$ cat src/rtl/gcd_pkg.sv
`default_nettype none
// ============================================================================
// Module   : gcd_pkg
// Purpose  : Shared types and constants for the iterative GCD engine.
// Revision : 1.0 - initial release
// ============================================================================
package gcd_pkg;

  // Default operand / result width in bits.
  localparam int unsigned XLEN_DEFAULT = 16;

  // Controller states.
  typedef enum logic [1:0] {
    IDLE = 2'd0,
    BUSY = 2'd1,
    DONE = 2'd2
  } state_e;

  // A load is accepted whenever the engine is not computing.
  function automatic logic load_accepted(input state_e state, input logic ld);
    return ld && (state != BUSY);
  endfunction

endpackage : gcd_pkg
`default_nettype wire

$ cat src/rtl/gcd_datapath.sv
`default_nettype none
// ============================================================================
// Module   : gcd_datapath
// Purpose  : Operand registers, comparator, subtractor and swap mux for the
//            subtract/swap GCD algorithm. Sequenced by strobes from gcd_unit.
// Revision : 1.0 - initial release
// ============================================================================
import gcd_pkg::*;

module gcd_datapath #(
  parameter int unsigned XLEN = XLEN_DEFAULT
) (
  input  logic            clk_i,
  input  logic            reset_i,
  input  logic            load_i,    // capture new operands
  input  logic            swap_i,    // exchange A and B
  input  logic            sub_i,     // A <- A - B
  input  logic            done_i,    // publish A as the result
  input  logic [XLEN-1:0] a_i,
  input  logic [XLEN-1:0] b_i,
  output logic            b_zero_o,
  output logic            a_lt_b_o,
  output logic [XLEN-1:0] result_o
);

  logic [XLEN-1:0] a_q, a_d;
  logic [XLEN-1:0] b_q, b_d;
  logic [XLEN-1:0] result_q, result_d;
  logic [XLEN-1:0] diff;

  // Status back to the controller; both come straight from registers.
  assign b_zero_o = (b_q == '0);
  assign a_lt_b_o = (a_q < b_q);

  // The controller only requests a subtract when A >= B, so this never wraps.
  assign diff = a_q - b_q;

  // Next-state selection: load has priority, then done, then swap/subtract.
  always_comb begin
    a_d      = a_q;
    b_d      = b_q;
    result_d = result_q;
    if (load_i) begin
      a_d = a_i;
      b_d = b_i;
    end else if (done_i) begin
      result_d = a_q;
    end else if (swap_i) begin
      a_d = b_q;
      b_d = a_q;
    end else if (sub_i) begin
      a_d = diff;
    end
  end

  // Register update; reset clears operands and the published result.
  always_ff @(posedge clk_i) begin
    if (reset_i) begin
      a_q      <= '0;
      b_q      <= '0;
      result_q <= '0;
    end else begin
      a_q      <= a_d;
      b_q      <= b_d;
      result_q <= result_d;
    end
  end

  assign result_o = result_q;

endmodule : gcd_datapath
`default_nettype wire

$ cat src/rtl/gcd_unit.sv
`default_nettype none
// ============================================================================
// Module   : gcd_unit
// Purpose  : Iterative GCD accelerator. Loads two unsigned operands with a
//            single-cycle strobe, runs one subtract/swap step per clock and
//            holds the result with a valid flag until the next load or reset.
// Revision : 1.0 - initial release
// ============================================================================
import gcd_pkg::*;

module gcd_unit #(
  parameter int unsigned XLEN = XLEN_DEFAULT
) (
  input  logic            clk_i,
  input  logic            reset_i,
  input  logic            ld_i,
  input  logic [XLEN-1:0] a_i,
  input  logic [XLEN-1:0] b_i,
  output logic            ready_o,
  output logic            valid_o,
  output logic [XLEN-1:0] gcd_o
);

  state_e state_q;
  logic   ready_q;
  logic   valid_q;

  logic   load_s;
  logic   swap_s;
  logic   sub_s;
  logic   done_s;
  logic   b_zero;
  logic   a_lt_b;

  // Datapath strobes: exactly one step per BUSY cycle, B==0 first, then swap,
  // otherwise subtract. Reset is handled inside the datapath with priority.
  always_comb begin
    load_s = load_accepted(state_q, ld_i);
    done_s = 1'b0;
    swap_s = 1'b0;
    sub_s  = 1'b0;
    if (state_q == BUSY) begin
      if (b_zero) begin
        done_s = 1'b1;
      end else if (a_lt_b) begin
        swap_s = 1'b1;
      end else begin
        sub_s  = 1'b1;
      end
    end
  end

  // Controller FSM with registered handshake outputs.
  always_ff @(posedge clk_i) begin
    if (reset_i) begin
      state_q <= IDLE;
      ready_q <= 1'b1;
      valid_q <= 1'b0;
    end else begin
      case (state_q)
        IDLE: begin
          if (ld_i) begin
            state_q <= BUSY;
            ready_q <= 1'b0;
            valid_q <= 1'b0;
          end
        end
        BUSY: begin
          // Loads arriving now are dropped; no queuing.
          if (b_zero) begin
            state_q <= DONE;
            ready_q <= 1'b1;
            valid_q <= 1'b1;
          end
        end
        DONE: begin
          if (ld_i) begin
            state_q <= BUSY;
            ready_q <= 1'b0;
            valid_q <= 1'b0;
          end
        end
        default: begin
          state_q <= IDLE;
          ready_q <= 1'b1;
          valid_q <= 1'b0;
        end
      endcase
    end
  end

  gcd_datapath #(
    .XLEN (XLEN)
  ) u_datapath (
    .clk_i    (clk_i),
    .reset_i  (reset_i),
    .load_i   (load_s),
    .swap_i   (swap_s),
    .sub_i    (sub_s),
    .done_i   (done_s),
    .a_i      (a_i),
    .b_i      (b_i),
    .b_zero_o (b_zero),
    .a_lt_b_o (a_lt_b),
    .result_o (gcd_o)
  );

  assign ready_o = ready_q;
  assign valid_o = valid_q;

endmodule : gcd_unit
`default_nettype wire

$ cat config.mk
export PLATFORM = sky130hd
export DESIGN_NAME = gcd_unit
export DESIGN_NICKNAME = d
export VERILOG_FILES = /design/src/rtl/gcd_pkg.sv /design/src/rtl/gcd_datapath.sv /design/src/rtl/gcd_unit.sv
export SDC_FILE = /design/constraint.sdc
export NUM_CORES = 1
export LEC_CHECK = 0
export ABC_AREA = 1
export BUFFER_PORTS_ARGS = -buffer_cell sky130_fd_sc_hd__buf_2
export CAP_MARGIN = 20
export CELL_PAD_IN_SITES_DETAIL_PLACEMENT = 0
export CELL_PAD_IN_SITES_GLOBAL_PLACEMENT = 1
export CORE_ASPECT_RATIO = 0.75
export CORE_UTILIZATION = 45
export CTS_BUF_LIST = sky130_fd_sc_hd__clkbuf_2
export CTS_CLUSTER_DIAMETER = 30
export DETAILED_ROUTE_END_ITERATION = 6
export PLACE_DENSITY = 0.95
export SYNTH_ARGS = -nofsm -noshare
export SYNTH_HDL_FRONTEND = slang
export SYNTH_SLANG_ARGS = --single-unit
$ cat constraint.sdc
create_clock -name clk_i -period 3.1 [get_ports clk_i]
set_input_delay 0 -clock clk_i [delete_from_list [all_inputs] [get_ports clk_i]]
set_output_delay 0 -clock clk_i [all_outputs]
set_load 0.03 [all_outputs]
Yosys cells after proc, flatten, opt, wreduce, memory -nomap -nowiden:

Index checks and enable logic that the tools add are counted.

* $mul: 0
* reductions and logical operators: 10
* shift operators: 0
* order comparisons: 1
* equality and inequality tests: 6
* bitwise logic cells: 1
* mux-type cells: 22
* divide/modulo/power cells: 0
* add/subtract/negate cells: 1

Operator list (count)
* $mux W16: 7
* $logic_not A16 Y1: 1
* $lt A16 B16 Y1: 1
* $sub A16 B16 Y16: 1
* $mux W1: 10
* $reduce_and A2 Y1: 4
* $mux W2: 2
* $ne A2 B1 Y1 const B: 2
* $ne A2 B2 Y1 const B: 2
* $pmux W1 S2: 2
* $pmux W2 S2: 1
* $reduce_bool A3 Y1: 1
* $eq A2 B1 Y1 const B: 1
* $eq A2 B2 Y1 const B: 1
* $logic_not A2 Y1: 1
* $reduce_bool A2 Y1: 1
* $reduce_or A2 Y1: 1
* $logic_and A1 B1 Y1: 1
* $not A1 Y1: 1

* latch bits: 0
* memory bits (writable): 0
* logic and storage cells: 47
* bits in read-only memories: 0
* memories: 0
* input port bits: 35
* flip-flop bits (word level): 52
* output and inout bits: 18

Depth between registers and ports, before layout:

Gate-level depths: netlist (run 1).

* depth after elaboration: 8
* depth in mapped cells: 16
* depth with buffers taken out: 15

Modules after synthesis:

Synthesis (run 1) repeated with hierarchy kept, for this count alone.

* cells, all modules: 529
* area, all modules: 3469.6 um^2

Modules (own cells, without submodules)
* gcd_datapath: sequential area each 960.9 um^2, cells each 500, instances 1, area each 3278.1 um^2
* gcd_unit: sequential area each 80.1 um^2, cells each 29, instances 1, area each 191.4 um^2

Worst setup path after synthesis (run 1):

No wires, ideal clock.

* path type: flip-flop to flip-flop
* start: reg u_datapath.b_q[0]
* end: reg u_datapath.a_q[10]
* stages on the path, launching flop included: 16
* arrival: 1.929 ns
* setup time: 0.067 ns
* period minus slack after synthesis: 1.996 ns
* data required time: 3.033 ns
* slack: 1.104 ns
* path buffers: 1
* cells stage by stage: dfxtp_1 -> ha_1 -> inv_1 -> fa_1 -> nand2_1 -> nand2_1 -> nand3_1 -> nand2_1 -> nand2_2 -> nand3_4 -> inv_2 -> buf_6 -> nand2_2 -> nand3_1 -> nand2_1 -> a21oi_2

* longest elaborated chain between the ends: 7
* elaborated cells between the ends (all ways): 18
* classes of those cells: 1 x add/sub; 1 x order compare; 1 x eq/ne; 12 x mux; 3 x reduce/logical

RTL lines
* start: declaration: RTL line gcd_datapath.sv:27 `logic [XLEN-1:0] b_q, b_d;`
* start signal: assignment: RTL line gcd_datapath.sv:60 `b_q <= '0;`
* start signal: assignment: RTL line gcd_datapath.sv:64 `b_q <= b_d;`
* $lt A16 B16 Y1: RTL line gcd_datapath.sv:33 `assign a_lt_b_o = (a_q < b_q);`
* $mux W1: RTL line gcd_unit.sv:45 `end else if (a_lt_b) begin`
* $mux W1: RTL line gcd_unit.sv:43 `if (b_zero) begin`
* $mux W1: RTL line gcd_unit.sv:42 `if (state_q == BUSY) begin`
* $mux W16: RTL line gcd_datapath.sv:48 `end else if (swap_i) begin`
* $mux W16: RTL line gcd_datapath.sv:46 `end else if (done_i) begin`
* $mux W16: RTL line gcd_datapath.sv:43 `if (load_i) begin`
* end signal: assignment: RTL line gcd_datapath.sv:59 `a_q <= '0;`
* end signal: assignment: RTL line gcd_datapath.sv:63 `a_q <= a_d;`
* end: declaration: RTL line gcd_datapath.sv:26 `logic [XLEN-1:0] a_q, a_d;`

Parallel ways exist; a longest one is shown, timed or not. The select of a mux whose other input is x is not followed.
A chain may end at the register's enable or synchronous reset.

Final worst setup path (run 1):

* start: reg u_datapath.b_q[0]
* end: reg u_datapath.b_q[8]

* longest elaborated chain between the ends: 6
* elaborated cells between the ends (all ways): 10
* classes of those cells: 1 x order compare; 1 x eq/ne; 5 x mux; 3 x reduce/logical

RTL lines (RTL line)
* $lt A16 B16 Y1: gcd_datapath.sv:33
* $mux W1: gcd_unit.sv:45
* $mux W1: gcd_unit.sv:43
* $mux W1: gcd_unit.sv:42
* $reduce_bool A2 Y1 (no line)
* $reduce_and A2 Y1 (no line) (*)

Every way passes the cells marked *; elsewhere a longest branch is shown, timed or not.

==> flow_summary.toml, run 1 <==
[min_path]
hold_path.class = "in -> reg"

[setup_path]
cp.arrival_ps = 2940
cp-end-kind = "flop"
path_class = "reg -> reg"
slowest_stage = "dfxtp_1"
path_cells = "ha_1, inv_1, fa_1, nand2_1, nand2_1, nand3_1, nand2_1, nand2_2, nand3_4, nand2_2, inv_2, o21ai_0, a21oi_1"
cpPeakStageDelay_ps = 440
critPathMostFrequentCell = "nand2_1"
path_max_fanout = 21
required_ps = 3470
crit_path_start_kind = "flop"
r2r_setup_slack_ps = 520
crit_buf_inv = 2
crit_family = "simple AND/OR/NAND/NOR gates"

[synthesis]
synth_top_cells_by_count = "nand2_1, inv_1, dfxtp_1"
synth.distinct_cells = 31
ys_ff_latch = 51
synth_top_area_share_pct = 29.5
yosysTopAreaCell = "dfxtp_1"
synth.area.top_cells = "dfxtp_1, nand2_1, inv_1, nand3_1, ha_1"
post-synth-top-count-cell = "nand2_1"
synth_edf_count = 0
netlist_area_um2 = 3460
synth_nets = 591
synth_cells = 539
synthArstFlopShare_pct = 0
synth_warnings = 0
synth_ff_type = "dfxtp_1"
ys_seq_area_share_pct = 29.5
syn_avg_cell_area_um2 = 6.43

[grt]
grt_max_degree = 31
grt_pass1_vias = 3484
antenna_found_initial = 0
grt_first_pass_wirelength_um = 16200
track_usage_pct = 25.9
grt_overflow = 0

[clocking]
ctsRootBufferMaster = "clkbuf_2"
clockBufferDepth = 2
cts_buffers = 5
clk_pin_slew_ps = 270
clk-insertion-delay-late_ps = 430
cts_sinks = 51
cts_tree = "yes"
htree_levels = 2

[final_layout]
area_growth_pct = 19.5
layout-drive-gt1-share_pct = 14.2
n_antenna_cell = 0
fin_nets = 666

[floorplanning]
die_y_um = 78.0
core_area_um2 = 7400
die-area_um2 = 8050
rows = 27
start_util_pct = 46.8
die_w_um = 103
io_pins = 53

[sta]
grt_setup_unrepaired = "false"
skew_ps = 14.4
max_freq_ghz = 0.388
tightest_slew_ps = 641
min_period_over_period_pct = 83.1
slew_violations = 0
layout_min_cycle_time_ps = 2580
setup_viol = 0
slew-limit-headroom_pct = 57.2
setup-tns-final_ps = 0
hold_violations = 0
timing.hold.ws_ps = 39.9

[detailed_routing]
via_count = 3712
drtIter0Drc = 243
route.detailed.drc = 0
via_per_inst = 5.19
wl_um = 9920
first_pass_iters = 4
ant_nets = 0
wl_per_cell_um = 13.9

[power_and_ir_drop]
ir_drop_mv = 0.528
p_leak_nw = 2.00
powerDensity_nw_per_um2 = 1180

[place]
gp_congestion = 0.912
port_buffers = 52
hpwl_um = 7390

[job]
cap_violations = 0

[outcome]
status = "completed"
-- path summary, 6_finish.rpt --
path	start	endpoint	cells after the start
setup / recovery	u_datapath.b_q[0]	u_datapath.b_q[8]	13
setup reg to reg	u_datapath.b_q[0]	u_datapath.b_q[8]	13
hold / removal	reset_i	u_datapath.result_o[1]	2
hold reg to reg	u_datapath.result_o[12]	u_datapath.result_o[12]	2
-- cell usage in the layout (no fill, tap or decap), drive strengths merged --
master / n
nand3: 48
bufinv: 1
clkbuf: 5
and2: 4
inv: 72
o211ai: 7
nand4: 13
a21oi: 43
buf: 56
xor2: 5
clkinvlp: 1
dfxtp: 51
o21ai: 21
nand2: 160
dlygate4sd3: 32
xnor2: 1
ha: 16
or2: 11
nor2: 50
a31oi: 15
fa: 1
o21bai: 1
-- worst reg2reg max path, stage by stage, from the launching register on --
cell and delay, ps:
dfxtp_1 440, ha_1 160, inv_1 70, fa_1 410
nand2_1 100, nand2_1 90, nand3_1 90, nand2_1 100
nand2_2 120, nand3_4 150, nand2_2 390, inv_2 150
o21ai_0 190, a21oi_1 60
-- cell families after synthesis --
family / after synthesis / share of synthesized area (%)
adders and majority gates: 17 / 6.36
DFF: 51 / 29.5
AOI/OAI and AO/OA: 87 / 14.6
xor gates and xnor gates: 6 / 1.52
and+or+nand+nor: 286 / 36.7
buffers and inverters: 92 / 11.4
-- routing by layer --
layer	track usage [%]	up-vias	share of wire (%)
met5	0	-	0
met4	4.65	0	1.4
met3	3.87	20	5.4
met2	41.7	125	45
met1	36.8	1676	48
li1	-	1891	-
-- area by class of cell --
class | instances | area, um2
fillers | 734 | 3260
flip-flops and latches | 51 | 1020
clock buffers | 5 | 25.0
inverters | 72 | 270
clock inverters | 2 | 37.5
well taps | 101 | 126
repair buffers | 88 | 611
multi-input cells | 396 | 2050
-- state kept, by name (all words and copies together) (netlist names) --
signal and count:
ready_o 1, state_q 2, u_datapath.a_q 16, u_datapath.b_q 16, u_datapath.result_o 16
-- power breakdown --
part	switching [mW]	leakage (nW)	internal [mW]	total [mW]
Sequential	0.230	0.419	0.863	1.09
Clock	0.220	0.0350	0.131	0.352
Combinational	2.26	1.55	1.18	3.44
-- per-stage QoR --
step	utilization (%)	power, mW	instance area (um2)	setup slack [ps]	std cells
2_1_floorplan	-	3.74	3460	1100	539
3_3_place_gp	50.8	4.42	3760	695	676
3_5_place_dp	50.8	4.47	3760	594	676
4_1_cts	55.9	4.85	4140	553	715
5_1_grt	55.9	5.41	4140	249	715
6_report	55.9	4.89	4140	524	715
-- repair_timing --
item                      in CTS  in global routing
setup buffers                  0                  0
hold buffers                  32                  0
gates resized for setup        0                  0
hold endpoints to repair      32                  0
(Power assumes the default switching activity.)
==> run 2: changes to the inputs <==
Settings changed: CORE_UTILIZATION 45 to 37, PLACE_DENSITY 0.95 to 0.87.
Clock period 3.1 ns to 2.3 ns, I/O delays scaled along.
==> run 2 against run 1 <==
Net effect:
- sequential power grew 38%
- clock power rose by 36%
- power is 54% higher
- non-clock buffer count up 30
- cell area grew 11%
- clock-buffer cell count is the same
- die area grew 21%
- critical path type unchanged
- highest routed layer unchanged
==> flow_summary.toml, run 2 (synthesis gave the netlist of run 1 again) <==
[setup_path]
cpPeakStageDelay_ps = 420
rr_startpoint = "u_datapath.a_q[0]"
r2r_cells = 15
crit_end = "u_datapath.b_q[9]"
path_max_fanout = 7
worst-path-stages = 15
crit_family = "simple AND/OR/NAND/NOR gates"
r2r_end = "u_datapath.b_q[9]"
crit_path_start_kind = "flop"
required_ps = 2690
cp-end-kind = "flop"
critPathMostFrequentCell = "nand2_2"
cp.arrival_ps = 2630
path_cells = "inv_2, ha_4, inv_2, fa_2, nand2_2, nand2_4, nand3_2, nand2_2, nand2_2, nand3_4, nand2_4, buf_12, buf_4, o21ai_1, a31oi_1"
startpoint = "u_datapath.a_q[0]"
crit_buf_inv = 4
path_class = "reg -> reg"
r2r_setup_slack_ps = 60
slowest_stage = "dfxtp_4"

[grt]
antenna_found_initial = 0
grt_pass1_vias = 3410
grt_first_pass_wirelength_um = 16300
track_usage_pct = 21.1
grt_overflow = 0
grt_max_degree = 32

[sta]
tightest_slew_ps = 662
max_freq_ghz = 0.446
layout_min_cycle_time_ps = 2240
skew_ps = 11.3
grt_setup_unrepaired = "true"
setup-tns-final_ps = 0
hold_violations = 0
slew_violations = 0
setup_viol = 0
min_period_over_period_pct = 97.4
slew-limit-headroom_pct = 55.8

[final_layout]
layout-drive-gt1-share_pct = 23.6
area_growth_pct = 32.1
final_cell_mix = "nand2_1, inv_1, buf_2"
n_antenna_cell = 0
fin_nets = 697
fillers = 920
mostFrequentLayoutCell = "nand2_1"

[clocking]
cts_tree = "yes"
htree_levels = 2
clk-insertion-delay-late_ps = 440
clockBufferDepth = 2
cts_sinks = 51
ctsRootBufferMaster = "clkbuf_2"
clk_pin_slew_ps = 270
cts_buffers = 5

[power_and_ir_drop]
p_leak_nw = 2.19
total_power_mw = 7.51
powerDensity_nw_per_um2 = 1640
ir_drop_mv = 0.629

[detailed_routing]
via_per_inst = 4.96
first_pass_iters = 5
wl_per_cell_um = 13.6
drtIter0Drc = 221
wl_um = 10500
ant_nets = 0
via_count = 3831
route.detailed.drc = 0

[floorplanning]
die-area_um2 = 9760
die_y_um = 85.8
start_util_pct = 38.1
io_pins = 53
core_area_um2 = 9080
rows = 30
die_w_um = 114

[job]
cap_violations = 0

[place]
hpwl_um = 7630
port_buffers = 52
gp_congestion = 0.930

[min_path]
hold_path.class = "in -> reg"

[outcome]
status = "completed"
[run 2: cell count changes in the layout (fill, tap and decap cells not counted), sizes merged]
cell / previous run / this run
nand3: 48 / 49
buf: 56 / 86
[run 2: report_power, final]
group | internal (mW) | switching [mW] | leakage, nW
clock network | 0.177 | 0.304 | 0.0350
registers | 1.19 | 0.313 | 0.424
logic | 2.19 | 3.34 | 1.73
[run 2: final cells by class]
type | instances | area, um2 | share of cell area [%]
inverters | 72 | 273 | 5.96
repair buffers | 118 | 877 | 19.2
flip-flops and latches | 51 | 1040 | 22.8
clock buffers | 5 | 25.0 | 0.547
multi-input cells | 397 | 2160 | 47.2
well taps | 128 | 160 | 3.50
clock inverters | 2 | 37.5 | 0.821
[run 2: metrics by stage]
stage | area [um2] | setup slack, ps | std cells | utilization (%) | hold slack [ps]
3_3_place_gp | 3900 | 50.0 | 716 | 42.9 | 282
6_report | 4570 | 59.8 | 773 | 50.4 | 6.92
2_1_floorplan | 3460 | 304 | 539 | - | 162
5_1_grt | 4570 | -49.8 | 773 | 50.4 | 8.12
3_5_place_dp | 3900 | 26.7 | 716 | 42.9 | 283
4_1_cts | 4290 | 9.07 | 755 | 47.3 | 8.89
[run 2: worst min-delay path: stages]
cell     delay [ps]
buf_2            90
buf_4           300
a21oi_2          50
[run 2: what timing repair did]
item / in CTS / in global routing
hold endpoints to repair: 32 / 0
resized for setup: 4 / 46
hold buffers: 32 / 0
cloned: 0 / 2
setup buffers: 0 / 16
endpoints found under the setup margin: 2 / 32
pin swaps: 0 / 10
[run 2: how the worst min path moves through the flow]
stage / cells after the start / to / start
2_1_floorplan: 2 / u_datapath.b_q[2] / b_i[2]
3_3_place_gp: 3 / u_datapath.b_q[9] / b_i[9]
3_5_place_dp: 3 / u_datapath.b_q[6] / b_i[6]
4_1_cts: 3 / u_datapath.a_q[10] / reset_i
5_1_grt: 3 / u_datapath.a_q[10] / reset_i
6_report: 3 / u_datapath.a_q[10] / reset_i
[run 2: per-layer routing]
layer / vias up / routed length (um) / global-route usage [%]
met1: 1761 / 5200 / 29.7
met5: - / 0 / 0
met4: 0 / 57 / 2.75
met2: 109 / 4680 / 34.8
met3: 6 / 543 / 3.46
li1: 1955 / - / -
